## config.mk

```make
export PLATFORM = sky130hd
export DESIGN_NAME = load_use_hazard_unit_flat
export DESIGN_NICKNAME = d
export VERILOG_FILES = /design/src/rtl/load_use_hazard_unit_pkg.sv /design/src/rtl/load_use_hazard_unit_if.sv /design/src/rtl/load_use_hazard_unit_match.sv /design/src/rtl/load_use_hazard_unit.sv /design/src/flat_wrapper.sv
export SDC_FILE = /design/constraint.sdc
export NUM_CORES = 1
export LEC_CHECK = 0
export CAP_MARGIN = 15
export CORE_MARGIN = 3
export CORE_UTILIZATION = 44
export CTS_CLUSTER_DIAMETER = 60
export CTS_CLUSTER_SIZE = 20
export DETAILED_ROUTE_END_ITERATION = 6
export PLACE_DENSITY = 0.8
export SLEW_MARGIN = 20
export SYNTH_ARGS = -nofsm -noshare
export SYNTH_HDL_FRONTEND = slang
export SYNTH_HIERARCHICAL = 1
export SYNTH_SLANG_ARGS = --single-unit
```

## constraint.sdc

```tcl
create_clock -name CLK -period 2.9 [get_ports CLK]
set_clock_uncertainty 0.2 [all_clocks]
set_input_delay 0.58 -clock CLK [delete_from_list [all_inputs] [get_ports CLK]]
set_output_delay 0.58 -clock CLK [all_outputs]
set_load 0.02 [all_outputs]
```

## src/rtl/load_use_hazard_unit_pkg.sv

```systemverilog
// Shared encodings for the load-use hazard unit and the forwarding comparator.
// FSM state codes are kept as plain vectors so legacy netlists can reuse them.
package load_use_hazard_unit_pkg;

  localparam logic [1:0] FWD_NONE  = 2'b00;
  localparam logic [1:0] FWD_MEMWB = 2'b01;

  localparam int REG_X0 = 0;

  typedef logic [1:0] state_t;
  localparam state_t IDLE    = 2'd0;
  localparam state_t BUBBLE  = 2'd1;
  localparam state_t FORWARD = 2'd2;

endpackage

```

## src/rtl/load_use_hazard_unit_if.sv

```systemverilog
// Pipeline-side bundle for the load-use hazard unit: ID/EX operand info in,
// stall/bubble controls and forward overrides out.
interface load_use_hazard_unit_if #(
  parameter int REG_ADDR_WIDTH = 5,
  parameter int COUNT_WIDTH    = 16
);
  logic [REG_ADDR_WIDTH-1:0] ID_RS1_ADDR;
  logic [REG_ADDR_WIDTH-1:0] ID_RS2_ADDR;
  logic                      ID_RS1_USED;
  logic                      ID_RS2_USED;
  logic                      ID_VALID;
  logic [REG_ADDR_WIDTH-1:0] EX_RD_ADDR;
  logic                      EX_MEM_READ;
  logic                      EX_REG_WRITE;
  logic                      DMEM_BUSY;
  logic                      BRANCH_FLUSH;
  logic                      STALL_COUNT_CLR;
  logic                      PC_WRITE_EN;
  logic                      IF_ID_WRITE_EN;
  logic                      ID_EX_BUBBLE;
  logic [1:0]                LOAD_USE_RS1;
  logic [1:0]                LOAD_USE_RS2;
  logic [COUNT_WIDTH-1:0]    STALL_COUNT;

  modport master (
    output ID_RS1_ADDR, ID_RS2_ADDR, ID_RS1_USED, ID_RS2_USED, ID_VALID,
           EX_RD_ADDR, EX_MEM_READ, EX_REG_WRITE, DMEM_BUSY, BRANCH_FLUSH,
           STALL_COUNT_CLR,
    input  PC_WRITE_EN, IF_ID_WRITE_EN, ID_EX_BUBBLE, LOAD_USE_RS1,
           LOAD_USE_RS2, STALL_COUNT
  );

  modport slave (
    input  ID_RS1_ADDR, ID_RS2_ADDR, ID_RS1_USED, ID_RS2_USED, ID_VALID,
           EX_RD_ADDR, EX_MEM_READ, EX_REG_WRITE, DMEM_BUSY, BRANCH_FLUSH,
           STALL_COUNT_CLR,
    output PC_WRITE_EN, IF_ID_WRITE_EN, ID_EX_BUBBLE, LOAD_USE_RS1,
           LOAD_USE_RS2, STALL_COUNT
  );
endinterface

```

## src/rtl/load_use_hazard_unit_match.sv

```systemverilog
// Combinational compare of the EX load destination against the ID sources.
// Zero latency; x0 is never a hazard because it is hard-wired to zero.
module load_use_match
  import load_use_hazard_unit_pkg::*;
#(
  parameter int REG_ADDR_WIDTH = 5
) (
  input  logic [REG_ADDR_WIDTH-1:0] i_id_rs1_addr,
  input  logic [REG_ADDR_WIDTH-1:0] i_id_rs2_addr,
  input  logic                      i_id_rs1_used,
  input  logic                      i_id_rs2_used,
  input  logic                      i_id_valid,
  input  logic [REG_ADDR_WIDTH-1:0] i_ex_rd_addr,
  input  logic                      i_ex_mem_read,
  input  logic                      i_ex_reg_write,
  output logic                      o_m1,
  output logic                      o_m2
);

  logic w_ex_load_wr;

  assign w_ex_load_wr = i_id_valid & i_ex_mem_read & i_ex_reg_write &
                        (i_ex_rd_addr != REG_ADDR_WIDTH'(REG_X0));

  assign o_m1 = w_ex_load_wr & i_id_rs1_used & (i_ex_rd_addr == i_id_rs1_addr);
  assign o_m2 = w_ex_load_wr & i_id_rs2_used & (i_ex_rd_addr == i_id_rs2_addr);

endmodule

```

## src/rtl/load_use_hazard_unit.sv

```systemverilog
// Load-use hazard FSM: combinational stall + one bubble, then a one-cycle
// MEM/WB forward override when the consumer reaches EX; saturating stall counter.
module load_use_hazard_unit
  import load_use_hazard_unit_pkg::*;
#(
  parameter int REG_ADDR_WIDTH = 5,
  parameter int COUNT_WIDTH    = 16
) (
  input  logic                 CLK,
  input  logic                 RESET_N,
  load_use_hazard_unit_if.slave bus
);

  state_t                 r_state;
  state_t                 w_next_state;
  logic                   r_r1;
  logic                   r_r2;
  logic                   w_r1_next;
  logic                   w_r2_next;
  logic                   w_m1;
  logic                   w_m2;
  logic                   w_haz;
  logic                   w_stall;
  logic                   w_hold;
  logic [1:0]             w_lu_rs1;
  logic [1:0]             w_lu_rs2;
  logic [COUNT_WIDTH-1:0] r_stall_count;

  load_use_match #(.REG_ADDR_WIDTH(REG_ADDR_WIDTH)) u_match (
    .i_id_rs1_addr (bus.ID_RS1_ADDR),
    .i_id_rs2_addr (bus.ID_RS2_ADDR),
    .i_id_rs1_used (bus.ID_RS1_USED),
    .i_id_rs2_used (bus.ID_RS2_USED),
    .i_id_valid    (bus.ID_VALID),
    .i_ex_rd_addr  (bus.EX_RD_ADDR),
    .i_ex_mem_read (bus.EX_MEM_READ),
    .i_ex_reg_write(bus.EX_REG_WRITE),
    .o_m1          (w_m1),
    .o_m2          (w_m2)
  );

  assign w_haz = w_m1 | w_m2;

  always_comb begin
    w_next_state = r_state;
    w_r1_next    = r_r1;
    w_r2_next    = r_r2;
    w_stall      = 1'b0;
    w_lu_rs1     = FWD_NONE;
    w_lu_rs2     = FWD_NONE;
    case (r_state)
      IDLE: begin
        if (w_haz) begin
          w_stall      = 1'b1;
          w_r1_next    = w_m1;
          w_r2_next    = w_m2;
          w_next_state = BUBBLE;
        end
      end
      BUBBLE: begin
        if (bus.DMEM_BUSY) w_stall = 1'b1;
        else               w_next_state = FORWARD;
      end
      FORWARD: begin
        w_lu_rs1 = r_r1 ? FWD_MEMWB : FWD_NONE;
        w_lu_rs2 = r_r2 ? FWD_MEMWB : FWD_NONE;
        if (w_haz) begin
          w_stall      = 1'b1;
          w_r1_next    = w_m1;
          w_r2_next    = w_m2;
          w_next_state = BUBBLE;
        end else begin
          w_next_state = IDLE;
        end
      end
      default: w_next_state = IDLE;
    endcase
    // Flush logic owns PC/IF_ID/ID_EX this cycle; the EX consumer predates the
    // branch, so the forward override above is intentionally left untouched.
    if (bus.BRANCH_FLUSH) begin
      w_stall      = 1'b0;
      w_r1_next    = 1'b0;
      w_r2_next    = 1'b0;
      w_next_state = IDLE;
    end
  end

  // Gate with reset so outputs return to idle values asynchronously.
  assign w_hold = w_stall & RESET_N;

  assign bus.PC_WRITE_EN    = ~w_hold;
  assign bus.IF_ID_WRITE_EN = ~w_hold;
  assign bus.ID_EX_BUBBLE   = w_hold;
  assign bus.LOAD_USE_RS1   = RESET_N ? w_lu_rs1 : FWD_NONE;
  assign bus.LOAD_USE_RS2   = RESET_N ? w_lu_rs2 : FWD_NONE;
  assign bus.STALL_COUNT    = r_stall_count;

  always_ff @(posedge CLK or negedge RESET_N) begin
    if (!RESET_N) begin
      r_state <= IDLE;
      r_r1    <= 1'b0;
      r_r2    <= 1'b0;
    end else begin
      r_state <= w_next_state;
      r_r1    <= w_r1_next;
      r_r2    <= w_r2_next;
    end
  end

  always_ff @(posedge CLK or negedge RESET_N) begin
    if (!RESET_N) begin
      r_stall_count <= '0;
    end else if (bus.STALL_COUNT_CLR) begin
      r_stall_count <= '0;
    end else if (w_hold && !(&r_stall_count)) begin
      r_stall_count <= r_stall_count + 1'b1;
    end
  end

endmodule

```

## src/flat_wrapper.sv

```systemverilog
// flat-port wrapper written by rule: the top's interface ports become plain ports
module load_use_hazard_unit_flat import load_use_hazard_unit_pkg::*;
#(
  parameter int REG_ADDR_WIDTH = 5,
  parameter int COUNT_WIDTH    = 16
)
  (CLK, RESET_N, bus_ID_RS1_ADDR, bus_ID_RS2_ADDR, bus_ID_RS1_USED, bus_ID_RS2_USED, bus_ID_VALID, bus_EX_RD_ADDR, bus_EX_MEM_READ, bus_EX_REG_WRITE, bus_DMEM_BUSY, bus_BRANCH_FLUSH, bus_STALL_COUNT_CLR, bus_PC_WRITE_EN, bus_IF_ID_WRITE_EN, bus_ID_EX_BUBBLE, bus_LOAD_USE_RS1, bus_LOAD_USE_RS2, bus_STALL_COUNT);
  load_use_hazard_unit_if #(.REG_ADDR_WIDTH(REG_ADDR_WIDTH), .COUNT_WIDTH(COUNT_WIDTH)) bus_i ();
  input  logic CLK;
  input  logic RESET_N;
  input wire logic [$bits(bus_i.ID_RS1_ADDR)-1:0] bus_ID_RS1_ADDR;
  input wire logic [$bits(bus_i.ID_RS2_ADDR)-1:0] bus_ID_RS2_ADDR;
  input wire logic [$bits(bus_i.ID_RS1_USED)-1:0] bus_ID_RS1_USED;
  input wire logic [$bits(bus_i.ID_RS2_USED)-1:0] bus_ID_RS2_USED;
  input wire logic [$bits(bus_i.ID_VALID)-1:0] bus_ID_VALID;
  input wire logic [$bits(bus_i.EX_RD_ADDR)-1:0] bus_EX_RD_ADDR;
  input wire logic [$bits(bus_i.EX_MEM_READ)-1:0] bus_EX_MEM_READ;
  input wire logic [$bits(bus_i.EX_REG_WRITE)-1:0] bus_EX_REG_WRITE;
  input wire logic [$bits(bus_i.DMEM_BUSY)-1:0] bus_DMEM_BUSY;
  input wire logic [$bits(bus_i.BRANCH_FLUSH)-1:0] bus_BRANCH_FLUSH;
  input wire logic [$bits(bus_i.STALL_COUNT_CLR)-1:0] bus_STALL_COUNT_CLR;
  output wire logic [$bits(bus_i.PC_WRITE_EN)-1:0] bus_PC_WRITE_EN;
  output wire logic [$bits(bus_i.IF_ID_WRITE_EN)-1:0] bus_IF_ID_WRITE_EN;
  output wire logic [$bits(bus_i.ID_EX_BUBBLE)-1:0] bus_ID_EX_BUBBLE;
  output wire logic [$bits(bus_i.LOAD_USE_RS1)-1:0] bus_LOAD_USE_RS1;
  output wire logic [$bits(bus_i.LOAD_USE_RS2)-1:0] bus_LOAD_USE_RS2;
  output wire logic [$bits(bus_i.STALL_COUNT)-1:0] bus_STALL_COUNT;
  assign bus_i.ID_RS1_ADDR = bus_ID_RS1_ADDR;
  assign bus_i.ID_RS2_ADDR = bus_ID_RS2_ADDR;
  assign bus_i.ID_RS1_USED = bus_ID_RS1_USED;
  assign bus_i.ID_RS2_USED = bus_ID_RS2_USED;
  assign bus_i.ID_VALID = bus_ID_VALID;
  assign bus_i.EX_RD_ADDR = bus_EX_RD_ADDR;
  assign bus_i.EX_MEM_READ = bus_EX_MEM_READ;
  assign bus_i.EX_REG_WRITE = bus_EX_REG_WRITE;
  assign bus_i.DMEM_BUSY = bus_DMEM_BUSY;
  assign bus_i.BRANCH_FLUSH = bus_BRANCH_FLUSH;
  assign bus_i.STALL_COUNT_CLR = bus_STALL_COUNT_CLR;
  assign bus_PC_WRITE_EN = bus_i.PC_WRITE_EN;
  assign bus_IF_ID_WRITE_EN = bus_i.IF_ID_WRITE_EN;
  assign bus_ID_EX_BUBBLE = bus_i.ID_EX_BUBBLE;
  assign bus_LOAD_USE_RS1 = bus_i.LOAD_USE_RS1;
  assign bus_LOAD_USE_RS2 = bus_i.LOAD_USE_RS2;
  assign bus_STALL_COUNT = bus_i.STALL_COUNT;
  load_use_hazard_unit #(.REG_ADDR_WIDTH(REG_ADDR_WIDTH), .COUNT_WIDTH(COUNT_WIDTH)) u_core (.CLK(CLK), .RESET_N(RESET_N), .bus(bus_i));
endmodule
```

== Word-level counts from Yosys, hierarchy flattened ==
Cells that the tools add are included.

* $add $sub $neg: 1
* Eq/ne operators: 6
* Mux-type cells: 23
* Bitwise operators: 10
* Reduce and logical (&&, ||, !) cells: 11

{| class="wikitable"
|+ Operators by type and width
! kind !! count
|-
| 16-bit 2-to-1 mux || 2
|-
| 16-bit by 1-bit adder with 16-bit output, second input constant || 1
|-
| 16-bit AND reduction || 1
|-
| 2-bit 2-to-1 mux || 7
|-
| 1-bit 2-to-1 mux || 12
|-
| 5-bit equality test || 2
|-
| 1-bit AND || 8
|-
| 2-bit one-hot mux with 3 select lines || 1
|-
| 2-bit nonzero test || 3
|-
| 5-bit nonzero test || 1
|-
| 2-bit AND reduction || 2
|-
| 3-bit by 2-bit != test with 1-bit output, second input constant || 1
|-
| 3-bit != test, second input constant || 1
|-
| 2-bit by 1-bit equality test with 1-bit output, second input constant || 1
|-
| 2-bit equality test, second input constant || 1
|-
| 2-bit zero test || 1
|-
| 1-bit one-hot mux with 2 select lines || 1
|-
| 2-bit OR reduction || 1
|-
| 1-bit logical AND || 1
|-
| 1-bit zero test || 1
|-
| 1-bit NOT || 1
|-
| 1-bit OR || 1
|}

* Flip-flop bits (word level): 20
* Bits of input ports: 25
* Output and inout bits: 23
* Logic and storage cells: 55

== Depth between registers and ports, before layout ==
Gate-level depths: netlist of the first run.

* Depth in word-level cells: 13
* Gate-level depth with buffers: 11

== Modules after synthesis ==
Netlist of the first run, hierarchy kept.

{| class="wikitable"
|+ By module, submodules not included
! module !! instances !! cells each !! area an instance (um2)
|-
| load_use_hazard_unit || 1 || 121 || 1137.3
|-
| load_use_match || 1 || 18 || 138.9
|}

== Worst setup path after synthesis of the first run ==
OpenSTA, ideal clock, no wires.

* Path kind: input-to-reg
* Start point: in bus_EX_RD_ADDR[2]
* End point: reg u_core.r_stall_count[7] (netlist: u_core/bus.STALL_COUNT[7])
* Library setup time: 0.066 ns
* Data arrival time: 2.650 ns
* Data required time: 2.634 ns
* Setup slack: -0.016 ns
* Stages on the path: 11
* Path buffers: 1
* Cells stage by stage: xnor2_1 nand4_1 nor4_1 nor3_2 a211oi_2 nand2_2 clkinv_2 o31ai_2 buf_6 or4_1 nand2_1

* Word-level cells in the longest chain between the ends: 11

{| class="wikitable"
|+ RTL lines
! item !! RTL line !! source
|-
| start, declared || flat_wrapper.sv:16 || <nowiki>input wire logic [$bits(bus_i.EX_RD_ADDR)-1:0] bus_EX_RD_ADDR;</nowiki>
|-
| 5-bit nonzero test || load_use_hazard_unit_match.sv:23 || <nowiki>(i_ex_rd_addr != REG_ADDR_WIDTH'(REG_X0));</nowiki>
|-
| 1-bit AND || load_use_hazard_unit_match.sv:22 || <nowiki>assign w_ex_load_wr = i_id_valid & i_ex_mem_read & i_ex_reg_write &</nowiki>
|-
| 1-bit AND || load_use_hazard_unit_match.sv:26 || <nowiki>assign o_m2 = w_ex_load_wr & i_id_rs2_used & (i_ex_rd_addr == i_id_rs2_addr);</nowiki>
|-
| 1-bit AND (*) || load_use_hazard_unit_match.sv:26 ||
|-
| via u_core.w_m2 || load_use_hazard_unit.sv:21 || <nowiki>logic w_m2;</nowiki>
|-
| 1-bit OR (*) || load_use_hazard_unit.sv:42 || <nowiki>assign w_haz = w_m1 | w_m2;</nowiki>
|-
| 1-bit 2-to-1 mux (*) || load_use_hazard_unit.sv:53, load_use_hazard_unit.sv:67 ||
|-
| 1-bit one-hot mux with 2 select lines (*) || load_use_hazard_unit.sv:51 || <nowiki>case (r_state)</nowiki>
|-
| 1-bit 2-to-1 mux (*) || load_use_hazard_unit.sv:80 || <nowiki>if (bus.BRANCH_FLUSH) begin</nowiki>
|-
| 1-bit AND (*) || load_use_hazard_unit.sv:89 || <nowiki>assign w_hold = w_stall & RESET_N;</nowiki>
|-
| via bus_ID_EX_BUBBLE || flat_wrapper.sv:24 || <nowiki>output wire logic [$bits(bus_i.ID_EX_BUBBLE)-1:0] bus_ID_EX_BUBBLE;</nowiki>
|-
| 1-bit logical AND (*) || load_use_hazard_unit.sv:115 || <nowiki>end else if (w_hold && !(&r_stall_count)) begin</nowiki>
|-
| 2-bit nonzero test (no line) (*) || - ||
|-
| end signal, assigned || load_use_hazard_unit.sv:116 || <nowiki>r_stall_count <= r_stall_count + 1'b1;</nowiki>
|-
| end, declared || load_use_hazard_unit.sv:27 || <nowiki>logic [COUNT_WIDTH-1:0] r_stall_count;</nowiki>
|}

The timed path passes the listed nets; every way through them passes the cells marked *.
A chain may end at the register's enable or synchronous reset.

== Worst setup path after layout of the first run ==
* Start point: in RESET_N
* End point: out bus_LOAD_USE_RS1[0]

* Word-level cells in the longest chain between the ends: 1

{| class="wikitable"
|+ RTL lines
! item !! RTL line !! source
|-
| start, declared || flat_wrapper.sv:10 || <nowiki>input logic RESET_N;</nowiki>
|-
| 2-bit 2-to-1 mux || load_use_hazard_unit.sv:94 || <nowiki>assign bus.LOAD_USE_RS1 = RESET_N ? w_lu_rs1 : FWD_NONE;</nowiki>
|-
| end, declared || flat_wrapper.sv:25 || <nowiki>output wire logic [$bits(bus_i.LOAD_USE_RS1)-1:0] bus_LOAD_USE_RS1;</nowiki>
|}

No other way between the ends.

==> impl_results.md, run 1 <==
- DR pass1 iterations: 4
- Max VDD drop: roughly 0.28 mV
- Crit end category: output port
- Vias in the first global route: about 1.3k
- ANT nets after route: 0
- Pins Over Slew Limit: 0
- Clock buffer count from CTS: 3
- FP Rows: 18
- Leakage: 0.891 nW
- Hold depth: 1
- DRC Markers: 0
- Drt total wl: ~3700 µm
- Fmax: 352 MHz
- Chip Height: about 60 µm
- GRT overflow: 0
- First-pass GRT wire length: 5850 µm
- CTS tree: built
- Post-Syn Area: around 1300 µm²
- Synth unique cells: 39
- Worst Path Arrival: approximately 2.1 ns
- Hold_buf cts: 0
- Nets: 228
- Syn avg cell area: 9.18 µm²
- Worst Setup Path Type: primary input to output port
- Area growth from synthesis to final layout: 56.1%
- Yosys reg bits: 20
- Startpoint Class: primary input
- R2r worst-path depth: 6
- Met1 Wirelength: ~1500 µm
- Worst r2r dst: u_core/bus.STALL_COUNT[1]$_DFFE_PN0P_
- 1st-iter DRT viols: 73
- CTS max path bufs: 2
- Hold path start: u_core/r_state[1]$_DFFE_PN0P_
- # clock sinks: 20
- Reg2reg setup slack: between 0.5 and 0.6 ns
- Dpl ws: -0.768 ns
- Setup TNS: 0 ns
- Outcome: finished clean
- Drt wl/cell: 16.2 µm
- Die ar.: between 3000 and 4000 µm²
- Final min period: roughly 2.8 ns
- I/O pins: 48
- Largest net degree at the start of global routing: 14
- Clock Pin Slew Worst Setup and Hold Paths: around 0.13 ns
- # setup viols final: 0
- Die X-Extent: approximately 60 µm
- Synth Warn #: 6
- Crit Path Max Fanout: 6
- Clk Latency, worst-skew pair: 0.31 ns
- Final WS setup: about 0.059 ns
- Initial Util: 48.9%
- Post-Syn Instances: about 140
- Final-report hold violation count: 0
- Met3 Wirelength: between 200 and 300 µm
- Root buf cell: clkbuf_4
- Share of cells above drive strength 1: about 29%
- All-Layer GR Usage: 21.4%
- Hold EP: u_core/r_state[1]$_DFFE_PN0P_
- Share of the yosys chip area belonging to registers: about two fifths
- H-Tree Depth: 1
- Final period utilization: 98.0%
- Buffers on Ports: 45
- Core area: 2610 µm²
- ANT cells: 0
- Final GP Congestion: roughly 0.83
- Initial antenna violation count: 0
- Via Count: ~1.3k
- Pwr dens: around 300 nW/µm²
- WP data required: 2.12 ns
- Top layer in use: met4
- Via density: approximately 5.8
- Hold Crit Class: flop to flop
- Worst r2r src: u_core/bus.STALL_COUNT[2]$_DFFE_PN0P_
- Post-DP HPWL: 2720 µm
- Metal2 WL: 1910 µm
- Max Cap Violations: 0
## kinds of logic after synthesis
kind of cell / after synthesis / share of synthesized area [%]
simple gates: 70 / 31.5
buf+inv: 10 / 4.51
flops: 20 / 39.2
mux: 3 / 2.55
fa+ha+maj: 1 / 0.980
compound gates: 18 / 10.0
xor+xnor: 16 / 11.0
other cells: 1 / 0.294
## critical path, cell delays in order
cell and delay, ns:
clkdlybuf4s50_1 0.62, and4b_1 0.23, clkdlybuf4s50_1 0.62
## layer usage
layer  global-route usage (%)  up-vias
met3                     5.40       14
li1                         -      625
met5                        0        -
met1                     24.1      630
met4                     11.4        0
met2                     36.9       71
## where the power goes
part | leakage, nW | switching [mW] | internal, mW
Combinational | 0.583 | 0.0397 | 0.0441
Clock | 0.0279 | 0.0903 | 0.140
Sequential | 0.280 | 0.000345 | 0.279
## synthesized netlist by cell type
cell type,instances,area [µm²]
dfrtp_1,20,500
nor2_1,11,41.3
nand3_1,10,50.1
xnor2_1,10,87.6
nand2_1,9,33.8
nand4_1,8,50.1
or4_1,6,45.0
xor2_1,6,52.6
a21oi_1,5,25.0
nor2b_1,4,25.0
o21ai_0,4,20.0
and3_1,3,18.8
and4_1,3,26.3
buf_4,3,22.5
inv_1,3,11.3
nor4_1,3,18.8
o31ai_1,3,22.5
and2_1,2,12.5
and4b_1,2,20.0
clkbuf_1,2,7.51
mux2_2,2,22.5
nand2b_1,2,12.5
nor3_1,2,10.0
a211oi_2,1,12.5
a2bb2oi_1,1,8.76
buf_6,1,11.3
clkinv_2,1,5.00
conb_1,1,3.75
ha_1,1,12.5
mux2i_1,1,10.0
nand2_2,1,6.26
nor2_2,1,6.26
nor3_2,1,10.0
nor4b_1,1,8.76
o21a_1,1,7.51
o21ba_2,1,10.0
o311ai_0,1,8.76
o31ai_2,1,12.5
or3_1,1,6.26
## final cells by class
| class | instances | area (µm²) |
|---|---|---|
| fill | 182 | 621 |
| inverter | 4 | 17.5 |
| timing repair buffer | 63 | 549 |
| multi-input combinational | 110 | 835 |
| sequential | 20 | 500 |
| clock buffer | 3 | 22.5 |
| tap | 30 | 37.5 |
| clock inverter | 1 | 30.0 |
## how the worst max path moves through the flow
stage                                                 end  slack, ns               start
floorplan           u_core/bus.STALL_COUNT[7]$_DFFE_PN0P_       0.04   bus_EX_RD_ADDR[2]
global placement                         bus_ID_EX_BUBBLE      -0.69   bus_EX_RD_ADDR[2]
detailed placement                       bus_ID_EX_BUBBLE      -0.77   bus_EX_RD_ADDR[4]
CTS                                      bus_ID_EX_BUBBLE      0.002  bus_ID_RS1_ADDR[3]
global route                             bus_ID_EX_BUBBLE      -0.06   bus_EX_RD_ADDR[0]
finish                                bus_LOAD_USE_RS1[0]       0.06             RESET_N
## flip-flops by register name, summed over array words and instances (netlist names)
register and cells:
u_core/bus.STALL_COUNT 16, u_core/r_state 2, u_core/r_r1 1, u_core/r_r2 1
## cells in the final DEF (no fill, tap or decap), drive strengths merged, types with 5 or more instances in the layout
cell type	netlist	routed
a21oi	5	5
buf	4	25
clkbuf	2	11
clkdlybuf4s50	0	22
dfrtp	20	20
dlymetal6s2s	0	6
nand2	10	10
nand3	10	10
nand4	8	8
nor2	12	12
or4	6	6
xnor2	10	10
xor2	6	6
## repair_timing
item                                    4_1_cts  5_1_grt
pin swaps                                    11       18
gates resized for setup                      37       46
setup buffers                                 2        2
endpoints found under the setup margin       12       11
## metrics by stage
stage | hold WS [ns] | util [%] | power, mW | instance area (µm²) | instances
after detailed placement | 0.255 | 70.6 | 0.363 | 1840 | 223
after global routing | 0.309 | 76.2 | 0.616 | 1990 | 231
final | 0.275 | 76.2 | 0.593 | 1990 | 231
after floorplan | 0.0844 | - | 0.309 | 1290 | 140
after global placement | 0.256 | 70.6 | 0.360 | 1840 | 223
after CTS | 0.272 | 73.1 | 0.589 | 1910 | 229
Note: power is estimated with default switching activity, not from simulation.
==> inputs of run 2 (changes only) <==
--- a/config.mk
+++ b/config.mk
@@ -6,7 +6,7 @@
 export NUM_CORES = 1
 export LEC_CHECK = 0
 export CAP_MARGIN = 15
-export CORE_MARGIN = 3
+export CORE_MARGIN = 2
 export CORE_UTILIZATION = 44
 export CTS_CLUSTER_DIAMETER = 60
 export CTS_CLUSTER_SIZE = 20
==> run 2 against run 1 <==
  * Power down 11%
  * Global-route usage down 0.54 points
  * Clock power down 29%
==> impl_results.md, run 2 (same netlist as run 1, synthesis figures left out) <==
- Outcome: finished clean
- Final GP Congestion: between 0.8 and 0.9
- Via density: 5.70
- Vias in the first global route: roughly 1.3k
- First-pass GRT wire length: 5500 µm
- Clock buffer count from CTS: 3
- H-Tree Depth: 1
- Worst-margin pin slew: between 0.5 and 0.6 ns
- # clock sinks: 20
- Setup TNS: 0 ns
- Drt wl/cell: roughly 15 µm
- Buffers on Ports: 45
- Die X-Extent: 57.9 µm
- Pwr dens: between 200 and 300 nW/µm²
- WP data required: about 2.1 ns
- Crit end category: output port
- Core area: 2760 µm²
- Root buf cell: clkbuf_4
- Nets: approximately 230
- DR pass1 iterations: 4
- Chip Height: 57.9 µm
- Worst Setup Path Type: primary input to output port
- Relative slew slack: between 60 and 70%
- Largest net degree at the start of global routing: 18
- Area growth from synthesis to final layout: 51.9%
- ANT nets after route: 0
- Non-Filler Instances: roughly 230
- I/O pins: 48
- Drt total wl: roughly 3500 µm
- FP Rows: 19
- Crit Path Max Fanout: 3
- Pins Over Slew Limit: 0
- Initial antenna violation count: 0
- Max VDD drop: about 0.25 mV
- Most frequent cells in the layout: 23 x clkdlybuf4s50_1, 20 x dfrtp_1, 16 x buf_4
- Max reg flops: 16
- Clock Pin Slew Worst Setup and Hold Paths: between 0.1 and 0.15 ns
- Startpoint Class: primary input
- DRC Markers: 0
- Initial Util: a little under half
- Leakage: approximately 0.86 nW
- Placed standard-cell area: 1830 µm²
- CTS max path bufs: 2
- ANT cells: 0
- Share of cells above drive strength 1: between 20% and 30%
- GRT overflow: 0
- CTS tree: built
- Final Util: between 70% and 80%
- Clk Latency, worst-skew pair: approximately 0.30 ns
- Max Cap Violations: 0
- Hold Crit Class: flop to flop
- Fmax: between 300 and 400 MHz
- Worst Path Arrival: around 2.1 ns
- Die ar.: 3350 µm²
- Post-DP HPWL: 2560 µm
- Most common cell after layout, fill and taps aside: clkdlybuf4s50_1
- 1st-iter DRT viols: 31
- Final min period: roughly 2.9 ns
- # setup viols final: 0
- Cells after DPL: ~220
- Final-report hold violation count: 0
- Via Count: between 1k and 1.5k
- All-Layer GR Usage: a little over a fifth
- Final period utilization: a little over nine tenths
- Final instance area: approximately 1900 µm²
run 2: per-layer routing:
metal	global-route usage (%)	vias to the layer above	wire, µm	part of all wire, %
li1	-	623	-	-
met1	27.0	623	1450	41
met2	36.7	58	1860	53
met3	0.893	2	200	5.6
met4	8.64	0	29	0.82
met5	0	-	0	0
run 2: cell type report:
type	count	area (µm²)
flip-flops and latches	20	500
clock buffers	4	36.3
multi-input cells	110	826
repair buffers	60	519
fillers	198	820
inverters	4	17.5
well taps	31	38.8
run 2: metrics by stage:
| stage | hold slack [ns] | setup slack [ns] | power, mW |
|---|---|---|---|
| 3_5_place_dp | 0.258 | -0.740 | 0.363 |
| 3_3_place_gp | 0.249 | -0.687 | 0.360 |
| 6_report | 0.286 | 0.0417 | 0.527 |
| 5_1_grt | 0.280 | -0.0582 | 0.552 |
| 4_1_cts | 0.280 | 0.0226 | 0.524 |
| 2_1_floorplan | 0.0844 | 0.0390 | 0.309 |
run 2: power breakdown:
group          internal (mW)  switching (mW)  total [mW]  leakage (nW)
logic                 0.0433          0.0403      0.0836         0.559
clock network         0.0766          0.0877       0.164        0.0210
registers              0.279        0.000324       0.279         0.280
total                  0.399           0.128       0.527         0.859
run 2: final timing paths:
kind | from | endpoint | slack [ns] | cells past startpoint
max | bus_EX_RD_ADDR[4] | bus_ID_EX_BUBBLE | 0.04 | 9
min in group asynchronous | RESET_N | u_core/r_state[1]$_DFFE_PN0P_ | 0.30 | 1
min reg2reg | u_core/r_state[1]$_DFFE_PN0P_ | u_core/r_state[1]$_DFFE_PN0P_ | 0.29 | 1
max reg2reg | u_core/r_state[1]$_DFFE_PN0P_ | u_core/bus.STALL_COUNT[12]$_DFFE_PN0P_ | 0.64 | 8
max in group asynchronous | RESET_N | u_core/bus.STALL_COUNT[15]$_DFFE_PN0P_ | 1.59 | 3
min | u_core/r_state[1]$_DFFE_PN0P_ | u_core/r_state[1]$_DFFE_PN0P_ | 0.29 | 1
run 2: worst max-delay path: stages:
cell      delay (ns)
clkbuf_2        0.12
xnor2_1         0.17
nand4_1         0.19
nor4_4          0.34
nor3_2          0.07
a211oi_2        0.28
nand2_2         0.13
inv_4           0.09
buf_6           0.11
run 2: repair_timing:
item / CTS / global route
hold buffers: 0 / 0
endpoints found under the setup margin: 12 / 12
pin swaps: 10 / 18
gates resized for setup: 38 / 40
setup buffers: 2 / 1
